$ cat src/rtl/tx_ack_retry_ctrl.sv
// Per-packet transmit-attempt controller. Follows one packet through the first
// transmission, the ACK / Block-ACK wait, any timeouts and retransmissions, and
// then reports the result upstream of the tx status FIFOs.
//
// Ports:
//   clk, rstn            clock; synchronous active-low reset
//   tx_start             pulse, first attempt of a new packet (ignored unless idle)
//   ack_required,
//   is_ampdu, max_retry,
//   cw_min, cw_max       per-packet configuration, captured on an accepted tx_start
//   ack_timeout_cycles   ACK window length, captured on entry to the ACK wait
//   phy_tx_done          pulse, PHY finished the current attempt
//   rx_ack_ok            pulse, valid ACK addressed to us
//   rx_blk_ack_ok        pulse, valid Block-ACK addressed to us
//   rx_blk_ack_ssn/_bitmap  Block-ACK contents, valid with rx_blk_ack_ok
//   retrans_req          pulse, upstream must re-send the same packet
//   busy                 a packet is in flight
//   cw                   current contention-window exponent
//   tx_try_complete      pulse, packet finished
//   tx_success           result, valid with tx_try_complete
//   tx_status            {bitmap[79:16], ssn[15:4], num_retrans[3:0]}
// All outputs are registered.
module tx_ack_retry_ctrl #(
  parameter int unsigned TIMER_W = 16,
  parameter int unsigned CW_W    = 4
) (
  input  logic               clk,
  input  logic               rstn,
  input  logic               tx_start,
  input  logic               ack_required,
  input  logic               is_ampdu,
  input  logic [3:0]         max_retry,
  input  logic [CW_W-1:0]    cw_min,
  input  logic [CW_W-1:0]    cw_max,
  input  logic [TIMER_W-1:0] ack_timeout_cycles,
  input  logic               phy_tx_done,
  input  logic               rx_ack_ok,
  input  logic               rx_blk_ack_ok,
  input  logic [11:0]        rx_blk_ack_ssn,
  input  logic [63:0]        rx_blk_ack_bitmap,
  output logic               retrans_req,
  output logic               busy,
  output logic [CW_W-1:0]    cw,
  output logic               tx_try_complete,
  output logic               tx_success,
  output logic [79:0]        tx_status
);

  typedef enum logic [2:0] {
    StIdle,
    StWaitTxDone,
    StWaitAck,
    StRetry,
    StDone
  } state_e;

  state_e             state_q;
  logic               ack_req_q;
  logic               ampdu_q;
  logic [3:0]         max_retry_q;
  logic [CW_W-1:0]    cw_max_q;
  logic [TIMER_W-1:0] timer_q;
  logic [3:0]         num_retrans_q;

  logic               ack_match;
  logic [CW_W-1:0]    cw_next;

  // Only the ack type the packet is waiting for counts; the other is ignored.
  assign ack_match = ampdu_q ? rx_blk_ack_ok : rx_ack_ok;

  // Saturating increment; also clamps a cw_min that was configured above cw_max.
  assign cw_next = (cw >= cw_max_q) ? cw_max_q : cw + CW_W'(1);

  always_ff @(posedge clk) begin
    if (!rstn) begin
      state_q         <= StIdle;
      ack_req_q       <= 1'b0;
      ampdu_q         <= 1'b0;
      max_retry_q     <= '0;
      cw_max_q        <= '0;
      timer_q         <= '0;
      num_retrans_q   <= '0;
      retrans_req     <= 1'b0;
      busy            <= 1'b0;
      cw              <= '0;
      tx_try_complete <= 1'b0;
      tx_success      <= 1'b0;
      tx_status       <= '0;
    end else begin
      retrans_req     <= 1'b0;
      tx_try_complete <= 1'b0;

      case (state_q)
        StIdle: begin
          if (tx_start) begin
            ack_req_q     <= ack_required;
            ampdu_q       <= is_ampdu;
            max_retry_q   <= max_retry;
            cw_max_q      <= cw_max;
            cw            <= cw_min;
            num_retrans_q <= '0;
            busy          <= 1'b1;
            state_q       <= StWaitTxDone;
          end
        end

        StWaitTxDone: begin
          if (phy_tx_done) begin
            if (!ack_req_q) begin
              tx_try_complete <= 1'b1;
              tx_success      <= 1'b1;
              tx_status       <= {76'b0, num_retrans_q};
              state_q         <= StDone;
            end else begin
              timer_q <= ack_timeout_cycles;
              state_q <= StWaitAck;
            end
          end
        end

        StWaitAck: begin
          // An ack arriving in the same cycle the timer expires still wins.
          if (ack_match) begin
            tx_try_complete <= 1'b1;
            tx_success      <= 1'b1;
            tx_status       <= ampdu_q ? {rx_blk_ack_bitmap, rx_blk_ack_ssn, num_retrans_q}
                                       : {76'b0, num_retrans_q};
            state_q         <= StDone;
          end else if (timer_q == '0) begin
            if (num_retrans_q < max_retry_q) begin
              num_retrans_q <= num_retrans_q + 4'd1;
              cw            <= cw_next;
              retrans_req   <= 1'b1;
              state_q       <= StRetry;
            end else begin
              tx_try_complete <= 1'b1;
              tx_success      <= 1'b0;
              tx_status       <= {76'b0, num_retrans_q};
              state_q         <= StDone;
            end
          end else begin
            timer_q <= timer_q - TIMER_W'(1);
          end
        end

        StRetry: begin
          state_q <= StWaitTxDone;
        end

        StDone: begin
          busy    <= 1'b0;
          state_q <= StIdle;
        end

        default: begin
          busy    <= 1'b0;
          state_q <= StIdle;
        end
      endcase
    end
  end

endmodule

$ cat config.mk
export PLATFORM = sky130hd
export DESIGN_NAME = tx_ack_retry_ctrl
export DESIGN_NICKNAME = d
export VERILOG_FILES = /design/src/rtl/tx_ack_retry_ctrl.sv
export SDC_FILE = /design/constraint.sdc
export NUM_CORES = 1
export LEC_CHECK = 0
export ABC_AREA = 0
export CORE_ASPECT_RATIO = 0.5
export CORE_MARGIN = 4
export CORE_UTILIZATION = 35
export CTS_CLUSTER_DIAMETER = 150
export CTS_CLUSTER_SIZE = 10
export DETAILED_ROUTE_END_ITERATION = 8
export PLACE_DENSITY_LB_ADDON = 0.2
export SYNTH_ARGS = -nofsm -noshare
export SYNTH_HDL_FRONTEND = slang
export SYNTH_SLANG_ARGS = --single-unit
$ cat constraint.sdc
create_clock -name clk -period 2.8 [get_ports clk]
set_input_delay 0.84 -clock clk [delete_from_list [all_inputs] [get_ports clk]]
set_output_delay 0.84 -clock clk [all_outputs]
set_load 0.01 [all_outputs]
After elaboration in Yosys (flattened, before gate mapping)
Cells that the tools add are included.
W data, S select, Z words.
{"block": "totals", "register_bits": 121, "inputBits": 112, "out_inout_bits": 88, "elab_cells": 93}
{"block": "op_classes", "n_addsub": 3, "n_lt_le_gt_ge": 2, "n_eq_ne": 13, "mux": 46, "bitwise": 4, "reduce_logical": 12}
{"op": "$mux W80", "n": 6}
{"op": "$pmux W80 S2", "n": 1}
{"op": "$mux W16", "n": 4}
{"op": "$mux W4", "n": 9}
{"op": "$pmux W16 S2", "n": 1}
{"op": "$mux W3", "n": 6}
{"op": "$logic_not A16 Y1", "n": 1}
{"op": "$ne A2 B2 Y1 const B", "n": 8}
{"op": "$pmux W4 S2", "n": 2}
{"op": "$sub A16 B1 Y16 const B", "n": 1}
{"op": "$reduce_and A5 Y1", "n": 3}
{"op": "$mux W1", "n": 13}
{"op": "$pmux W3 S4", "n": 1}
{"op": "$add A4 B1 Y4 const B", "n": 2}
{"op": "$eq A3 B2 Y1 const B", "n": 2}
{"op": "$ne A3 B3 Y1 const B", "n": 2}
{"op": "$pmux W1 S2", "n": 3}
{"op": "$ge A4 B4 Y1", "n": 1}
{"op": "$lt A4 B4 Y1", "n": 1}
{"op": "$not A1 Y1", "n": 4}
{"op": "$reduce_and A2 Y1", "n": 2}
{"op": "$reduce_bool A2 Y1", "n": 2}
{"op": "$reduce_or A4 Y1", "n": 1}
{"op": "$eq A3 B1 Y1 const B", "n": 1}
{"op": "other kinds (3)", "n": 3}

Depth between registers and ports, before layout
{"block": "depth", "word_depth": 6, "mapped_depth": 9}

Least setup slack after synthesis
No wires, ideal clock.
{"block": "synth_timing", "path_type": "register to register", "startpoint": "register cw[0]", "endpoint": "register cw[0]", "t_arrival_ns": 2.051, "required_time_ns": 2.726, "path_slack_ns": 0.675, "path_stages_with_launch": 8, "path_buffers": 0, "synth_period_minus_slack_ns": 2.125, "cell_sequence": "dfxtp_1 inv_1 ha_1 nand2b_1 a2111oi_0 or2_2 o211ai_1 a31oi_1"}
{"block": "synth_between", "elab_chain_len": 6, "word_cells_on_any_way": 7, "cone_classes": "add/sub (1); order compare (1); mux (5)"}
{"element": "start, declared", "line_no": "43", "source": "output logic [CW_W-1:0] cw,"}
{"element": "start signal, assigned", "line_no": "100", "source": "cw <= cw_min;"}
{"element": "start signal, assigned", "line_no": "132", "source": "cw <= cw_next;"}
{"element": "$add A4 B1 Y4 / $ge A4 B4 Y1 (equally long branches)", "line_no": "72", "source": "assign cw_next = (cw >= cw_max_q) ? cw_max_q : cw + CW_W'(1);"}
{"element": "$mux W4 (*)", "line_no": "72"}
{"element": "$mux W4 (*)", "line_no": "130", "source": "if (num_retrans_q < max_retry_q) begin"}
{"element": "$mux W4 (*)", "line_no": "129", "source": "end else if (timer_q == '0) begin"}
{"element": "$mux W4 (*)", "line_no": "123", "source": "if (ack_match) begin"}
{"element": "$pmux W4 S2 (*)", "line_no": "93", "source": "case (state_q)"}
Mark *: on every way between the ends. The rest lies on a longest branch, timed or not. The select of a mux whose other input is x is not followed.
A chain may end at the register's enable or synchronous reset.

Worst setup path after layout
{"block": "layout_timing", "startpoint": "register max_retry_q[1]", "endpoint": "register tx_status[42]"}
{"block": "layout_between", "elab_chain_len": 3}
{"element": "start, declared", "line_no": "60", "source": "logic [3:0] max_retry_q;"}
{"element": "start signal, assigned", "line_no": "98", "source": "max_retry_q <= max_retry;"}
{"element": "$lt A4 B4 Y1", "line_no": "130"}
{"element": "$ne A3 B3 Y1 (no source line)"}
{"element": "$reduce_and A5 Y1 (no source line)"}
{"element": "end signal, assigned", "line_no": "112", "source": "tx_status <= {76'b0, num_retrans_q};"}
{"element": "end signal, assigned", "line_no": "126", "source": "tx_status <= ampdu_q ? {rx_blk_ack_bitmap, rx_blk_ack_ssn, num_retrans_q}"}
{"element": "end signal, assigned", "line_no": "138", "source": "tx_status <= {76'b0, num_retrans_q};"}
{"element": "end, declared", "line_no": "46", "source": "output logic [79:0] tx_status"}
Every way passes these cells.

==> results_dict.tcl <==
set metrics [dict create \
    yosysTopAreaCellShare_pct 48.7 \
    reg2reg_depth 7 \
    worstPathRequired_ns 3.15 \
    hold_path_class "register to register" \
    root_buffer "clkbuf_16" \
    fillCellCount 1215 \
    syn2layout_area_growth_pct 56.6 \
    top_usage_layer "met2" \
    path_clk_slew_ns 0.06 \
    drtIter0Drc 212 \
    dpl.hpwl_um 10300 \
    holdPathEnd "max_retry_q[3]$_SDFFE_PN0P_" \
    drc 0 \
    syn_inst 506 \
    post-route-period-util_pct 83.6 \
    holdCritStartpoint "max_retry_q[3]$_SDFFE_PN0P_" \
    fin_nets 824 \
    fmax_ghz 0.427 \
    synth_common_cells "dfxtp_1 (121), a22o_1 (76), nand2_1 (54), a21oi_1 (32)" \
    fin_total_pwr_mw 4.47 \
    ff2ff_setup_slack_ns 0.46 \
    cts.repair.resized 0 \
    rows 30 \
    n_antenna_cell 0 \
    max_cap_violations 0 \
    wl_um 14500 \
    cts.sinks 121 \
    holdPathStages 2 \
    setup_tns_ns 0 \
    avgSynthCellArea_um2 9.83 \
    syn_nets 629 \
    synth_most_common_cell "dfxtp_1" \
    max-vdd-ir-drop_v 0.000404 \
    track_usage_pct 16.9 \
    fin_crit_ns 2.34 \
    ys_ff_latch 121 \
    port_buffers 199 \
    die-area_um2 16300 \
    synth_edf_count 0 \
    grt_max_degree 48 \
    yosysSeqAreaShare_pct 48.7 \
    cp_max_fo 42 \
    crit_type "register to register" \
    hold_buffers 0 \
    finalWorstSetupSlack_ns 0.459 \
    grt_pass1_wl_um 22500 \
    fin_worst_skew_ns 0.0127 \
    synth_area_um2 4970 \
    firstDrtPassIters 6 \
    clock_path_buffers 2 \
    slew_headroom_pct 57.4 \
    start_kind "register" \
    synthTopCellsByArea "dfxtp_1 (49%), a22o_1 (13%), nand2_1 (4.1%), a21oi_1 (3.2%), ha_1 (2.8%)" \
    arrival_ns 2.69 \
    outcome "complete, no violations" \
    antenna_found_initial 0 \
    synthArstFlopShare_pct 0 \
    synthFlopType "dfxtp_1" \
    grt_setup_unrepaired "false" \
    yosysWarnings 0 \
    gp_congestion 0.757 \
    setup_viol 0 \
    h-tree-depth 4 \
    io_pins 200 \
    hold_viol_final 0 \
    hold_ws_ns 0.453 \
    core_um2 13700 \
    met3_usage_pct 4.20 \
    yosysUniqueCellTypes 56 \
    cts_tree "built" \
    r2r-start "max_retry_q[1]$_SDFFE_PN0P_" \
    yosys.area.top_type "dfxtp_1" \
    p_leak_nw 2.87 \
    post_cts_buffers 0 \
    numCtsBuffers 17 \
    power_density_nw_per_um2 574 \
    place_ws_ns 0.122 \
    via_per_inst 5.07 \
    drive_gt1_share_pct 8.54 \
    tightest_slew_ns 0.633 \
    clkLatencyLatePin_ns 0.41 \
    use_met2_pct 27.8 \
    grt-ovfl-total 0 \
    die_w_um 177 \
    timing.rr.end "tx_status[42]$_SDFFE_PN0P_" \
    critPathCaptureType "register" \
    initial_core_util_pct 36.2 \
    first_global_vias 4245 \
    drv_slew 0 \
    ant_nets 0 \
    die_y_um 92.3 \
    vias 4596 \
    post_drt_wl_per_cell_um 16.0 \
    met1_usage_pct 22.3 \
]
-- flip-flops by register name, summed over array words and instances (netlist names), 3 cells and up --
name / count
state_q: 3
timer_q: 16
tx_status: 80
num_retrans_q: 4
cw: 4
cw_max_q: 4
max_retry_q: 4
-- final cells by class --
| type | count | area, µm² | share of cell area (%) |
|---|---|---|---|
| Inverter | 13 | 48.8 | 0.627 |
| Multi-Input combinational cell | 335 | 2310 | 29.7 |
| Tap cell | 192 | 240 | 3.09 |
| Timing Repair Buffer | 213 | 2150 | 27.6 |
| Clock buffer | 18 | 429 | 5.51 |
| Clock inverter | 14 | 184 | 2.36 |
| Sequential cell | 121 | 2420 | 31.1 |
-- cells in the final DEF, fill, tap and decap left out, types with 3 or more instances in the layout --
master | synthesis | layout
a211oi_1 | 4 | 4
nand3_1 | 7 | 7
a31oi_1 | 5 | 5
or3_1 | 4 | 4
inv_6 | 0 | 7
ha_1 | 11 | 11
clkbuf_16 | 0 | 17
nor4_1 | 3 | 3
nor2_1 | 22 | 21
o22ai_1 | 3 | 3
o211ai_1 | 10 | 10
nand2b_1 | 5 | 5
a2111oi_0 | 3 | 3
a21oi_1 | 32 | 32
a22o_1 | 76 | 76
bufinv_16 | 0 | 3
mux2i_1 | 7 | 7
o31ai_1 | 7 | 7
buf_12 | 0 | 4
a21o_1 | 6 | 6
nor2b_1 | 5 | 5
inv_1 | 12 | 12
dfxtp_1 | 121 | 121
buf_4 | 0 | 10
o21ai_0 | 23 | 23
nand2_1 | 54 | 54
clkdlybuf4s50_1 | 0 | 199
nor3_1 | 9 | 9
-- stage by stage --
stage / instance area [µm²] / instances / utilization [%]
floorplan: 4970 / 506 / -
global placement: 7170 / 874 / 52.2
detailed placement: 7170 / 874 / 52.2
CTS: 7780 / 906 / 56.7
global route: 7780 / 906 / 56.7
finish: 7780 / 906 / 56.7
-- routing by layer --
layer | wire length (µm) | part of all wire [%]
met1 | 6860 | 47
met2 | 6840 | 47
met3 | 758 | 5.2
met4 | 73 | 0.50
met5 | 0 | 0
-- power by group --
part | internal [mW] | switching, mW
logic | 0.239 | 0.188
clock network | 1.42 | 0.852
registers | 1.74 | 0.0238
total | 3.41 | 1.06
-- critical path: stages (launching register included) --
cell and delay (ns):
dfxtp_1 0.33, inv_1 0.05, ha_1 0.33, a2111oi_0 0.53, o21ai_0 0.33, a31oi_4 0.28, buf_12 0.24, a22o_1 0.16
-- cell families after synthesis --
logic type | share of synthesized area, %
compound gates | 27.7
mux | 1.64
buf+inv | 5.01
flops | 48.7
simple gates | 13.7
xor+xnor | 0.529
fa+ha+maj | 2.77
-- worst max-delay path by stage --
stage / from / to
2_1_floorplan: cw[0]$_SDFFE_PN0P_ / cw[0]$_SDFFE_PN0P_
3_3_place_gp: rx_blk_ack_ok / tx_status[36]$_SDFFE_PN0P_
3_5_place_dp: rx_blk_ack_ok / tx_status[22]$_SDFFE_PN0P_
4_1_cts: max_retry_q[1]$_SDFFE_PN0P_ / tx_status[42]$_SDFFE_PN0P_
5_1_grt: max_retry_q[1]$_SDFFE_PN0P_ / tx_status[27]$_SDFFE_PN0P_
6_report: max_retry_q[1]$_SDFFE_PN0P_ / tx_status[42]$_SDFFE_PN0P_
(Power assumes the default switching activity.)
